--- config.mk ---
export PLATFORM = sky130hd
export DESIGN_NAME = instr_stream_loader
export DESIGN_NICKNAME = d
export VERILOG_FILES = /design/src/rtl/instr_stream_loader.sv
export SDC_FILE = /design/constraint.sdc
export NUM_CORES = 1
export LEC_CHECK = 0
export CAP_MARGIN = 20
export CORE_MARGIN = 5
export CORE_UTILIZATION = 40
export CTS_CLUSTER_SIZE = 10
export DETAILED_ROUTE_END_ITERATION = 8
export PLACE_DENSITY = 0.7
export SLEW_MARGIN = 20
export SYNTH_ARGS = -nofsm -noshare
export SYNTH_HDL_FRONTEND = slang
export SYNTH_SLANG_ARGS = --single-unit
--- constraint.sdc ---
create_clock -name clk_i -period 3.1 [get_ports clk_i]
set_input_delay 0.93 -clock clk_i [delete_from_list [all_inputs] [get_ports clk_i]]
set_output_delay 0.93 -clock clk_i [all_outputs]
set_load 0.05 [all_outputs]
--- src/rtl/instr_stream_loader.sv ---
// instr_stream_loader
//
// Receive side of the byte-serial instruction download path. A framed byte
// stream (start 0xFE, end 0xFF) is assembled into little-endian 32-bit words
// that are written to instruction memory at consecutive word addresses from 0.
// The core is held off until a complete framed program has arrived.
//
// Ports
//   clk_i          : clock, rising edge
//   rst_ni         : asynchronous active-low reset
//   instr_valid_i  : instr_i carries a byte this cycle
//   instr_i        : stream byte
//   imem_we_o      : one-cycle write strobe to instruction memory
//   imem_addr_o    : word address of the write (holds when strobe is low)
//   imem_wdata_o   : word being written (holds when strobe is low)
//   load_busy_o    : high while in LOAD
//   load_done_o    : sticky end-of-load flag, cleared by the next start byte
//   cpu_run_o      : core enable, high only in DONE
//   word_cnt_o     : words written in this load, saturates at DEPTH
//   overflow_err_o : sticky, more than DEPTH words were sent in this load
//   state_o        : current FSM state (debug observation)
//
// Handshake: the stream is valid-only with no back-pressure. A byte is
// consumed on every rising edge where instr_valid_i is high; the loader is
// always able to accept it, so there is no ready signal.

module instr_stream_loader #(
    parameter int DEPTH  = 64,
    parameter int ADDR_W = 6
) (
    input  logic              clk_i,
    input  logic              rst_ni,
    input  logic              instr_valid_i,
    input  logic [7:0]        instr_i,
    output logic              imem_we_o,
    output logic [ADDR_W-1:0] imem_addr_o,
    output logic [31:0]       imem_wdata_o,
    output logic              load_busy_o,
    output logic              load_done_o,
    output logic              cpu_run_o,
    output logic [ADDR_W:0]   word_cnt_o,
    output logic              overflow_err_o,
    output logic [1:0]        state_o
);

    localparam logic [1:0] S_IDLE = 2'd0;
    localparam logic [1:0] S_LOAD = 2'd1;
    localparam logic [1:0] S_DONE = 2'd2;

    localparam logic [7:0] START_BYTE = 8'hFE;
    localparam logic [7:0] END_BYTE   = 8'hFF;

    localparam logic [ADDR_W:0]   DEPTH_CNT = (ADDR_W+1)'(DEPTH);
    localparam logic [ADDR_W:0]   CNT_ONE   = (ADDR_W+1)'(1);
    localparam logic [ADDR_W-1:0] ADDR_ONE  = ADDR_W'(1);
    localparam logic [ADDR_W-1:0] LAST_ADDR = ADDR_W'(DEPTH - 1);

    logic [1:0]        state;
    logic [1:0]        byte_cnt;
    logic [23:0]       byte_buf;
    logic [ADDR_W-1:0] word_addr;

    logic aligned;
    logic start_load;
    logic end_load;
    logic data_byte;

    // Markers are only recognised on a word boundary; inside a word every
    // byte is data, so a pending partial word can never end the load.
    always_comb begin
        aligned    = (byte_cnt == 2'd0);
        start_load = instr_valid_i && (instr_i == START_BYTE) &&
                     ((state != S_LOAD) || aligned);
        end_load   = instr_valid_i && (instr_i == END_BYTE) &&
                     (state == S_LOAD) && aligned;
        data_byte  = instr_valid_i && (state == S_LOAD) && !start_load && !end_load;
    end

    always_ff @(posedge clk_i or negedge rst_ni) begin
        if (!rst_ni) begin
            state          <= S_IDLE;
            byte_cnt       <= 2'd0;
            byte_buf       <= 24'd0;
            word_addr      <= '0;
            imem_we_o      <= 1'b0;
            imem_addr_o    <= '0;
            imem_wdata_o   <= 32'd0;
            load_done_o    <= 1'b0;
            word_cnt_o     <= '0;
            overflow_err_o <= 1'b0;
        end else begin
            imem_we_o <= 1'b0;
            if (start_load) begin
                state          <= S_LOAD;
                byte_cnt       <= 2'd0;
                byte_buf       <= 24'd0;
                word_addr      <= '0;
                load_done_o    <= 1'b0;
                word_cnt_o     <= '0;
                overflow_err_o <= 1'b0;
            end else if (end_load) begin
                state       <= S_DONE;
                load_done_o <= 1'b1;
            end else if (data_byte) begin
                byte_cnt <= byte_cnt + 2'd1;
                case (byte_cnt)
                    2'd0: byte_buf[7:0]   <= instr_i;
                    2'd1: byte_buf[15:8]  <= instr_i;
                    2'd2: byte_buf[23:16] <= instr_i;
                    default: begin
                        if (word_cnt_o < DEPTH_CNT) begin
                            imem_we_o    <= 1'b1;
                            imem_addr_o  <= word_addr;
                            imem_wdata_o <= {instr_i, byte_buf};
                            word_cnt_o   <= word_cnt_o + CNT_ONE;
                            // Address stops at the last word instead of
                            // wrapping back over already written memory.
                            if (word_addr != LAST_ADDR) begin
                                word_addr <= word_addr + ADDR_ONE;
                            end
                        end else begin
                            overflow_err_o <= 1'b1;
                        end
                    end
                endcase
            end
        end
    end

    assign load_busy_o = (state == S_LOAD);
    assign cpu_run_o   = (state == S_DONE);
    assign state_o     = state;

endmodule

Yosys cells after proc, flatten, opt, wreduce, memory -nomap -nowiden --
Cells that the tools add are included.
Word-level totals: word-level logic and storage cells 92, register bits after elaboration 82, output and inout port bits 52, input bits 11
Operators by class: bitwise operators 3, multiplexer cells 34, add/subtract/negate cells 3, $lt $le $gt $ge 1, reductions and logical operators 28, equality and inequality tests 11
Operators with widths (count):
- $mux W24 | 3
- $mux W6 | 6
- $mux W7 | 5
- $mux W8 | 3
- $eq A8 B8 Y1 const B | 2
- $reduce_bool A2 Y1 | 7
- $mux W1 | 12
- $mux W2 | 5
- $reduce_and A5 Y1 | 2
- $reduce_and A3 Y1 | 3
- $logic_and A1 B1 Y1 | 8
- $reduce_and A4 Y1 | 2
- $add A7 B1 Y7 const B | 1
- $lt A7 B7 Y1 const B | 1
- $add A6 B1 Y6 const B | 1
- $ne A6 B6 Y1 const B | 1
- $eq A2 B1 Y1 const B | 2
- $eq A2 B2 Y1 const B | 2
- $ne A2 B1 Y1 const B | 2
- $ne A2 B2 Y1 const B | 2
- $not A1 Y1 | 3
- $reduce_or A3 Y1 | 1
- $add A2 B1 Y2 const B | 1
- $logic_not A1 Y1 | 2
- other kinds (3) | 3

Depth between registers and ports, before layout --
depth in word-level cells 9, mapped depth 8, gate-level depth less buffers 6

Worst setup path after synthesis --
Ideal clock, no wire load.
kind register to output, from register state[1] (netlist: state_o[1]), to output cpu_run_o, setup slack 0.720 ns, cell stages (with the launch flop) 3, data required time 2.170 ns, buffers on the path 0, arrival 1.450 ns, path through dfrtp_1 -> inv_1 -> nor2_1
On the way: cells in the longest elaborated chain, start to end 1
RTL lines:
- start: declaration | RTL line 58 | logic [1:0] state;
- start signal: assignment | RTL line 81 | state <= S_IDLE;
- start signal: assignment | RTL line 94 | state <= S_LOAD;
- start signal: assignment | RTL line 102 | state <= S_DONE;
- $eq A2 B2 Y1 | RTL line 131 | assign cpu_run_o = (state == S_DONE);
- end: declaration | RTL line 40 | output logic cpu_run_o,
Every way passes these cells.

Worst setup path in the final report --
from register state[1] (netlist: state_o[1]), to output load_busy_o
On the way: cells in the longest elaborated chain, start to end 1
RTL lines:
- $eq A2 B1 Y1 | RTL line 130 | assign load_busy_o = (state == S_LOAD);
- end: declaration | RTL line 38 | output logic load_busy_o,
Every way passes these cells.

==> key figures <==
Global route
  – Initial antenna violation count: 0
  – GRT overflow: 0
  – Vias in the first global route: 2634
  – GR Util All Layers: 14.5%
  – First-pass GRT wire length: 12900 um
  – Largest net degree at the start of global routing: 43

Pwr
  – Pwr dens: 480 nW/um^2
  – Static leakage power: 2.18 nW
  – Peak VDD IR: 0.254 mV

Logic synthesis
  – EDFF count, synth: 0
  – Post-synthesis sequential area ratio: 57.5%
  – Top FF cell, synth: dfrtp_1
  – Syn nets: 298
  – Gate Count Post-Synth: 281
  – Yosys top cell by area: dfrtp_1
  – Netlist cell types: 45
  – Mapped cell area: 3530 sq um
  – Synth Warn #: 0
  – Mapped Avg Cell Area: 12.5 sq um
  – Synth Register Bits: 81
  – Synth area leaders: dfrtp_1 (57%), mux2_2 (13%), nand3_1 (3.3%), o21ai_0 (3.0%), mux2i_1 (2.3%)
  – Synth top area share: 57.5%
  – Asr flop ratio synth: 100%

Route
  – Drt drc: 0
  – DRT Wirelength: 7530 um
  – DR vias: 2445
  – DR WL/cell: 16.2 um
  – DR vias/cell: 5.25
  – DRT Pass-1 Iters: 4
  – DRT iter0 DRCs: 117
  – Detail Route Antenna Nets: 0

STA
  – Final WS setup: 0.266 ns
  – Max-slew violation count: 0
  – RSZ-0062 raised after global routing: no
  – Final setup viols: 0
  – Actual transition at the worst max-transition pin: 0.578 ns
  – Final Critical Period: 2.83 ns
  – Final Cycle Share: 91.4%
  – Clock Skew: 0.0139 ns
  – FMAX: 0.353 GHz
  – Slew HR: 61.3%
  – Final hold viol count: 0
  – TNS Setup: 0 ns

Setup path
  – RR Endpoint: word_cnt_o[0]
  – Setup CP Type: flip-flop to output port
  – R2R setup slack: 0.98 ns
  – Critical Path RT: 2.17 ns
  – Reg2Reg Depth: 6
  – Launching point of the worst reg2reg path: byte_cnt[0]
  – CP endpoint: load_busy_o
  – Launch point of the worst path: state_o[1]
  – CP max FO: 7
  – Critical Path Start Type: flip-flop
  – Critical Path End Type: output port
  – CP Data Arrival Time: 1.90 ns

Die
  – Die width: 104 um
  – Starting Density: 40.8%
  – IO Pins: 63
  – # rows: 34
  – Core Area: 8640 sq um
  – Die H: 104 um
  – Die ar.: 10800 sq um

Clock tree
  – CTS tree: done
  – Root Driver: clkbuf_8
  – Post-CTS Setup Bufs: 0
  – Post-cts gate resize count: 0
  – Clock Tree Buf Depth: 2
  – Hold-fix buffers, CTS: 0
  – CTS H-tree depth: 3
  – Total CTS buffers: 9
  – Worst-Skew Late Latency: 0.35 ns
  – Clock Sinks: 81
  – Worst-path clk slew: 0.08 ns

Finish
  – Share of cells above drive strength 1: 22.3%
  – Fin nets: 371
  – Layout area overhead: 29.1%
  – Diode count: 0
  – Filler instances: 753

Placed design
  – Dpl hpwl: 5500 um
  – Placer Congestion: 0.846
  – Worst slack, placed: 0.169 ns
  – Buffers on Ports: 62

Worst hold path
  – Hold Path Class: flip-flop to flip-flop

Flow run
  – # Max-Cap Violations: 0

Run status
  – Outcome: finished clean
## registers in the layout, summed over array words and instances (netlist names)
signal and count:
imem_addr_o 6, byte_buf 24, word_cnt_o 7, word_addr 6
overflow_err_o 1, imem_wdata_o 32, imem_we_o 1, byte_cnt 2
state_o 2
## synth_stat cells (2+ instances only)
master,n
dfrtp_1,81
mux2_2,40
nand3_1,23
o21ai_0,21
inv_1,12
nand2_1,12
a21oi_1,9
buf_2,8
mux2i_1,8
ha_1,6
nor2_1,6
nor3_1,5
a21o_1,3
a31oi_1,3
buf_6,3
clkbuf_1,3
nand2b_1,3
or4_1,3
a22o_1,2
a32o_1,2
nor4_1,2
o21a_1,2
o311ai_2,2
## power breakdown
group          switching [mW]  total [mW]  internal [mW]
clock network           0.384       0.920          0.536
logic                   0.102       0.159         0.0576
registers              0.0215        1.11           1.09
total                   0.507        2.19           1.68
## metrics by stage
step	cell area [sq um]	power [mW]	hold WS [ns]	std cells	utilization, %
6_report	4550	2.19	0.495	466	52.7
5_1_grt	4550	2.27	0.518	466	52.7
4_1_cts	4550	2.21	0.505	466	52.7
3_5_place_dp	4310	1.29	0.488	451	49.9
3_3_place_gp	4310	1.28	0.486	451	49.9
2_1_floorplan	3530	1.21	0.463	281	-
## critical path, cell delays in order, from the launching register on
cell             delay [ns]
dfrtp_1                0.46
and2b_1                0.28
clkdlybuf4s50_1        0.82
## cells by family (layout without fill, tap and decap cells)
family | Yosys count | count (layout) | synth area share (%)
buf+inv | 27 | 104 | 3.90
fa+ha+maj | 6 | 6 | 2.13
mux | 49 | 49 | 15.5
flops | 81 | 81 | 57.5
compound gates | 51 | 51 | 10.1
simple gates | 66 | 66 | 10.6
xor+xnor | 1 | 1 | 0.248
## cell type report
type | instances | area, sq um | share of cell area (%)
inverters | 12 | 45.0 | 0.990
clock buffers | 9 | 124 | 2.72
flip-flops and latches | 81 | 2030 | 44.5
multi-input cells | 173 | 1360 | 29.9
clock inverters | 6 | 115 | 2.53
repair buffers | 77 | 743 | 16.3
well taps | 108 | 135 | 2.97
## per-layer routing
layer | share of wire [%] | GRT usage, %
met1 | 45 | 18.2
met4 | 1.8 | 6.11
met2 | 48 | 23.4
met5 | 0 | 0
met3 | 4.5 | 3.97
## worst min path at each step
stage / depth (start not counted) / from / slack, ns / endpoint
floorplan: 2 / byte_buf[10] / 0.46 / byte_buf[10]
global placement: 2 / byte_buf[22] / 0.49 / byte_buf[22]
detailed placement: 1 / overflow_err_o / 0.49 / overflow_err_o
CTS: 1 / overflow_err_o / 0.51 / overflow_err_o
global route: 1 / imem_wdata_o[6] / 0.52 / imem_wdata_o[6]
finish: 1 / overflow_err_o / 0.49 / overflow_err_o
## placed cells by master (no fill, tap or decap), drive strengths merged, types with 2 or more instances in the layout
master	instances
a21o	3
a21oi	9
a22o	2
a31oi	3
a32o	2
and4	2
buf	16
bufinv	3
clkbuf	9
clkdlybuf4s50	61
dfrtp	81
ha	6
inv	14
mux2	41
mux2i	8
nand2	12
nand2b	3
nand3	23
nor2	6
nor3	5
nor4	2
o21a	2
o21ai	21
o311ai	2
o31ai	2
or4	3
No activity file was read; power rests on OpenSTA's default activity.
